==> src/rtl/ex_result_stage.sv <==
// ex_result_stage: execute-to-writeback pipeline register behind the 16-bit ALU.
//
// Holds one instruction result in a valid/ready register slice, owns the
// architectural {V,N,Z} status register, evaluates branch conditions against
// it and counts retired instructions (output handshakes).
//
// Ports:
//   clk, reset              rising-edge clock, synchronous active-high reset
//   in_valid / in_ready     upstream handshake (ALU stage)
//   alu_out, alu_flags      ALU result and flags {V,N,Z}
//   in_rd, in_wr_reg        destination index and register-file write enable
//   in_ld_status            instruction loads the status register
//   in_is_branch, in_cond   conditional branch and its condition code
//   flush                   kill held entry and incoming instruction
//   out_valid / out_ready   downstream handshake (writeback)
//   out_c, out_rd, out_wr_reg, branch_taken   registered entry fields
//   status                  architectural {V,N,Z}
//   retired                 wrapping count of output handshakes
module ex_result_stage #(
  parameter int unsigned DATA_W = 16,
  parameter int unsigned RD_W   = 3,
  parameter int unsigned CNT_W  = 16
) (
  input  logic              clk,
  input  logic              reset,
  input  logic              in_valid,
  output logic              in_ready,
  input  logic [DATA_W-1:0] alu_out,
  input  logic [2:0]        alu_flags,
  input  logic [RD_W-1:0]   in_rd,
  input  logic              in_wr_reg,
  input  logic              in_ld_status,
  input  logic              in_is_branch,
  input  logic [2:0]        in_cond,
  input  logic              flush,
  output logic              out_valid,
  input  logic              out_ready,
  output logic [DATA_W-1:0] out_c,
  output logic [RD_W-1:0]   out_rd,
  output logic              out_wr_reg,
  output logic              branch_taken,
  output logic [2:0]        status,
  output logic [CNT_W-1:0]  retired
);

  logic              valid_q, valid_d;
  logic [DATA_W-1:0] c_q, c_d;
  logic [RD_W-1:0]   rd_q, rd_d;
  logic              wr_q, wr_d;
  logic              taken_q, taken_d;
  logic [2:0]        status_q, status_d;
  logic [CNT_W-1:0]  retired_q, retired_d;

  logic accept;
  logic out_hs;
  logic cond_true;

  assign in_ready = ~valid_q | out_ready;
  assign accept   = in_valid & in_ready & ~flush;
  assign out_hs   = valid_q & out_ready & ~flush;

  // Branches see the status held before this cycle's update, so a CMP never
  // evaluates its own flags.
  always_comb begin
    cond_true = 1'b0;
    case (in_cond)
      3'b000:  cond_true = 1'b1;
      3'b001:  cond_true = status_q[0];
      3'b010:  cond_true = ~status_q[0];
      3'b011:  cond_true = status_q[1] ^ status_q[2];
      3'b100:  cond_true = (status_q[1] ^ status_q[2]) | status_q[0];
      default: cond_true = 1'b0;
    endcase
  end

  always_comb begin
    valid_d   = valid_q;
    c_d       = c_q;
    rd_d      = rd_q;
    wr_d      = wr_q;
    taken_d   = taken_q;
    status_d  = status_q;
    retired_d = retired_q;

    if (flush) begin
      valid_d = 1'b0;
      wr_d    = 1'b0;
      taken_d = 1'b0;
    end else if (accept) begin
      valid_d = 1'b1;
      c_d     = alu_out;
      rd_d    = in_rd;
      wr_d    = in_wr_reg;
      taken_d = in_is_branch & cond_true;
      if (in_ld_status) begin
        status_d = alu_flags;
      end
    end else if (out_hs) begin
      // Drain: keep the write enable low whenever the entry is empty.
      valid_d = 1'b0;
      wr_d    = 1'b0;
    end

    if (out_hs) begin
      retired_d = retired_q + CNT_W'(1);
    end
  end

  always_ff @(posedge clk) begin
    if (reset) begin
      valid_q   <= 1'b0;
      c_q       <= '0;
      rd_q      <= '0;
      wr_q      <= 1'b0;
      taken_q   <= 1'b0;
      status_q  <= 3'b000;
      retired_q <= '0;
    end else begin
      valid_q   <= valid_d;
      c_q       <= c_d;
      rd_q      <= rd_d;
      wr_q      <= wr_d;
      taken_q   <= taken_d;
      status_q  <= status_d;
      retired_q <= retired_d;
    end
  end

  assign out_valid    = valid_q;
  assign out_c        = c_q;
  assign out_rd       = rd_q;
  assign out_wr_reg   = wr_q;
  assign branch_taken = taken_q;
  assign status       = status_q;
  assign retired      = retired_q;

endmodule

==> config.mk <==
export PLATFORM = sky130hd
export DESIGN_NAME = ex_result_stage
export DESIGN_NICKNAME = d
export VERILOG_FILES = /design/src/rtl/ex_result_stage.sv
export SDC_FILE = /design/constraint.sdc
export NUM_CORES = 1
export LEC_CHECK = 0
export CAP_MARGIN = 20
export CORE_AREA = 2 2 63 77
export CTS_CLUSTER_DIAMETER = 200
export DETAILED_ROUTE_END_ITERATION = 12
export DIE_AREA = 0 0 65 79
export DONT_BUFFER_PORTS = 1
export PLACE_DENSITY = 0.56
export SLEW_MARGIN = 20
export SYNTH_ARGS = -nofsm -noshare
export SYNTH_HDL_FRONTEND = slang
export SYNTH_SLANG_ARGS = --single-unit
==> constraint.sdc <==
create_clock -name clk -period 1.6 [get_ports clk]
set_input_delay 0.08 -clock clk [delete_from_list [all_inputs] [get_ports clk]]
set_output_delay 0.08 -clock clk [all_outputs]
set_load 0.05 [all_outputs]
==> summary.md <==
| Metric | Value |
|---|---|
| Pwr per Cell Area | `845.0 nW/um2` |
| CTS tree | `yes` |
| Status | `finished clean` |
| Post-synth cell types | `34` |
| Setup crit end kind | `flip-flop` |
| Min-delay src | `in_is_branch` |
| Syn avg cell area | `8.278 um2` |
| DPL Wire Length | `2753 um` |
| Clock Path Buffers | `2` |
| Vias per cell | `between 4 and 5` |
| Largest net degree at the start of global routing | `36` |
| Die area | `5135 um2` |
| Max incr delay on CP | `0.51 ns` |
| Starting Density | `0.3797` |
| Crit path required time | `1.82 ns` |
| Setup Viol. Count Final | `0` |
| CTS Root Cell | `clkbuf_8` |
| Row cnt | `27` |
| Remaining Overflow, GRT | `0` |
| Fin. Hold Viols | `0` |
| Flop2flop setup slack | `approximately 0.037 ns` |
| Hold crit path type | `in2reg` |
| Syn. warnings | `0` |
| Routed wire length | `4213 um` |
| Final min period | `between 1.5 and 2 ns` |
| Setup crit start | `retired[1]$_SDFFE_PP0P_` |
| Synth top area share | `0.4885` |
| Syn Inst Count | `roughly 200` |
| Setup bufs post-CTS | `0` |
| First drt pass iteration count | `6` |
| Num CTS Buffers | `5` |
| Max cap viols | `0` |
| Routed length per instance | `about 13 um` |
| CP Data Arrival Time | `1.79 ns` |
| Ys async rst share | `0` |
| Ranking of synthesized cells by area | `dfxtp_1 (49%), nand2_1 (10%), a21oi_1 (8.3%), nor2_1 (3.1%), nand3_1 (3.0%)` |
| Post-route ant nets | `0` |
| Max Fanout on Critical Path | `5` |
| Power Total | `between 2 and 2.5 mW` |
| Worst Setup Start Kind | `flip-flop` |
| Final std cells w/o fill | `336` |
| Crit Path Category | `reg2reg` |
| Final setup TNS | `0 ns` |
| Syn Nets | `between 200 and 250` |
| First-pass GRT wire length | `6699 um` |
| RD Place Congestion | `0.7301` |
| Core Region | `4425 um2` |
| Worst VDD drop | `approximately 0.47 mV` |
| Vias | `1653` |
| # IOs | `75` |
| P_leak | `between 1 and 1.5 nW` |
| Slowest-stage cell, CP | `or4_4` |
| Seq/Total Area, Yosys | `0.4885` |
| Post-synth top cells | `nand2_1 (45), dfxtp_1 (41), a21oi_1 (28), nor2_1 (14), nand3_1 (10)` |
| Port Buf Inserts | `0` |
| Worst hold margin | `between 0.008 and 0.009 ns` |
| Area Growth Syn to Fin | `51.38%` |
| Post-synthesis register bit count | `41` |
| Relative slew slack | `0.6475` |
| Die X | `65 um` |
| RR Startpoint | `retired[1]$_SDFFE_PP0P_` |
| Fin. max-slew vios | `0` |
| Vias in the first global route | `1604` |
| Final nets | `311` |
| GRT Total Usage | `0.1669` |
| Die Y | `between 70 and 80 um` |
| Synthesized area | `1680 um2` |
| Clk slew on worst S/H paths | `approximately 0.080 ns` |
| Antenna fix cells | `0` |
| Crit path max-delay family | `simple AND/OR/NAND/NOR gates` |
| Drc violations | `0` |
| Period Utilization, post-route | `0.9772` |
| Initial antenna violation count | `0` |
| Slew @ Worst Pin | `0.5280 ns` |
| Top-count cell post-synth | `nand2_1` |
| Critical Path, Cell by Cell | `ha_4, nand2_1, or4_4, or3_1, a21oi_1` |
| H-Tree Depth | `2` |
| Worst skew pair latency | `around 0.29 ns` |
| Initial DRC count | `75` |
| # fillers | `roughly 410` |
| Cell Count Post-Placement | `301` |
| RSZ-0062 raised after global routing | `true` |
| Fmax achieved | `~640 MHz` |
| Num Clock Sinks | `41` |
| Crit path buffers/inverters | `0` |
| Post-synth EDFFs | `0` |
| Area leader, netlist | `dfxtp_1` |
| Clock skew | `0.005305 ns` |
| Main synth FF type | `dfxtp_1` |
| Fraction of layout cells with a size suffix above 1 | `0.2842` |
[report_power, final]
part	switching (mW)	internal (mW)	total, mW	leakage [nW]
Clock	0.343	0.446	0.789	0.0566
Combinational	0.189	0.123	0.312	0.642
Sequential	0.0102	1.04	1.05	0.340
Total	0.542	1.61	2.15	1.04
[final cells by class]
cell class | count | area [um2] | share of cell area
Sequential cell | 41 | 849.6 | 0.3340
Multi-Input combinational cell | 150 | 838.3 | 0.3296
Timing Repair Buffer | 76 | 660.6 | 0.2597
Clock buffer | 8 | 111.4 | 0.04378
Tap cell | 58 | 72.57 | 0.02853
Inverter | 3 | 11.26 | 0.004427
[metal layers]
metal | global-route usage | routed length (um) | vias to the layer above | part of all wire
met2 | 0.3031 | 2169 | 58 | 0.51
met3 | 0.05949 | 290 | 4 | 0.069
met5 | 0 | 0 | - | 0
met4 | 0.06596 | 39 | 0 | 0.0093
li1 | - | - | 837 | -
met1 | 0.1720 | 1714 | 754 | 0.41
[placed cells by master, fill, tap and decap left out, drive strengths merged, types with 2 or more instances in the layout]
cell type / count
mux2: 3
dfxtp: 41
xor2: 5
xnor2: 3
or3: 4
clkbuf: 8
nand4: 3
dlygate4sd3: 26
nor3: 2
mux2i: 2
nor2b: 4
nand3: 10
inv: 3
nand2: 45
buf: 50
nand2b: 4
a21oi: 28
and3: 2
o21ai: 7
nor2: 14
[path summary, 6_finish.rpt]
path,depth (start not counted),end
worst min-delay path,2,branch_taken$_SDFFE_PP0P_
worst max register to register,5,retired[14]$_SDFFE_PP0P_
worst max-delay path,5,retired[14]$_SDFFE_PP0P_
worst min register to register,2,out_c[4]$_SDFFE_PP0P_
[per-stage QoR]
step / cell area [um2] / setup WS [ns] / utilization
after floorplan: 1728 / -0.1050 / -
after global placement: 2146 / 0.01589 / 0.4849
after detailed placement: 2146 / -0.02816 / 0.4849
after CTS: 2541 / 0.02034 / 0.5742
after global routing: 2544 / -0.0006354 / 0.5748
final: 2544 / 0.03654 / 0.5748
[cells by family (layout without fill, tap and decap cells)]
logic type	Yosys count	in the layout	synth area share
compound gates	41	41	0.1311
xor+xnor	8	8	0.04170
fa+ha+maj	1	1	0.007445
buf+inv	12	87	0.02755
flops	41	41	0.4885
mux	5	5	0.03202
simple gates	95	95	0.2718
[repair_timing]
item | CTS | global route
gates resized for setup | 1 | 2
cloned | 0 | 0
endpoints found under the setup margin | 3 | 22
hold endpoints to repair | 36 | 0
hold buffers | 27 | 0
[worst reg2reg max path: stages (launching register included)]
cell	delay, ns
dfxtp_4	0.37
ha_4	0.12
nand2_1	0.05
or4_4	0.51
or3_1	0.32
a21oi_1	0.13
(Power assumes the default switching activity.)
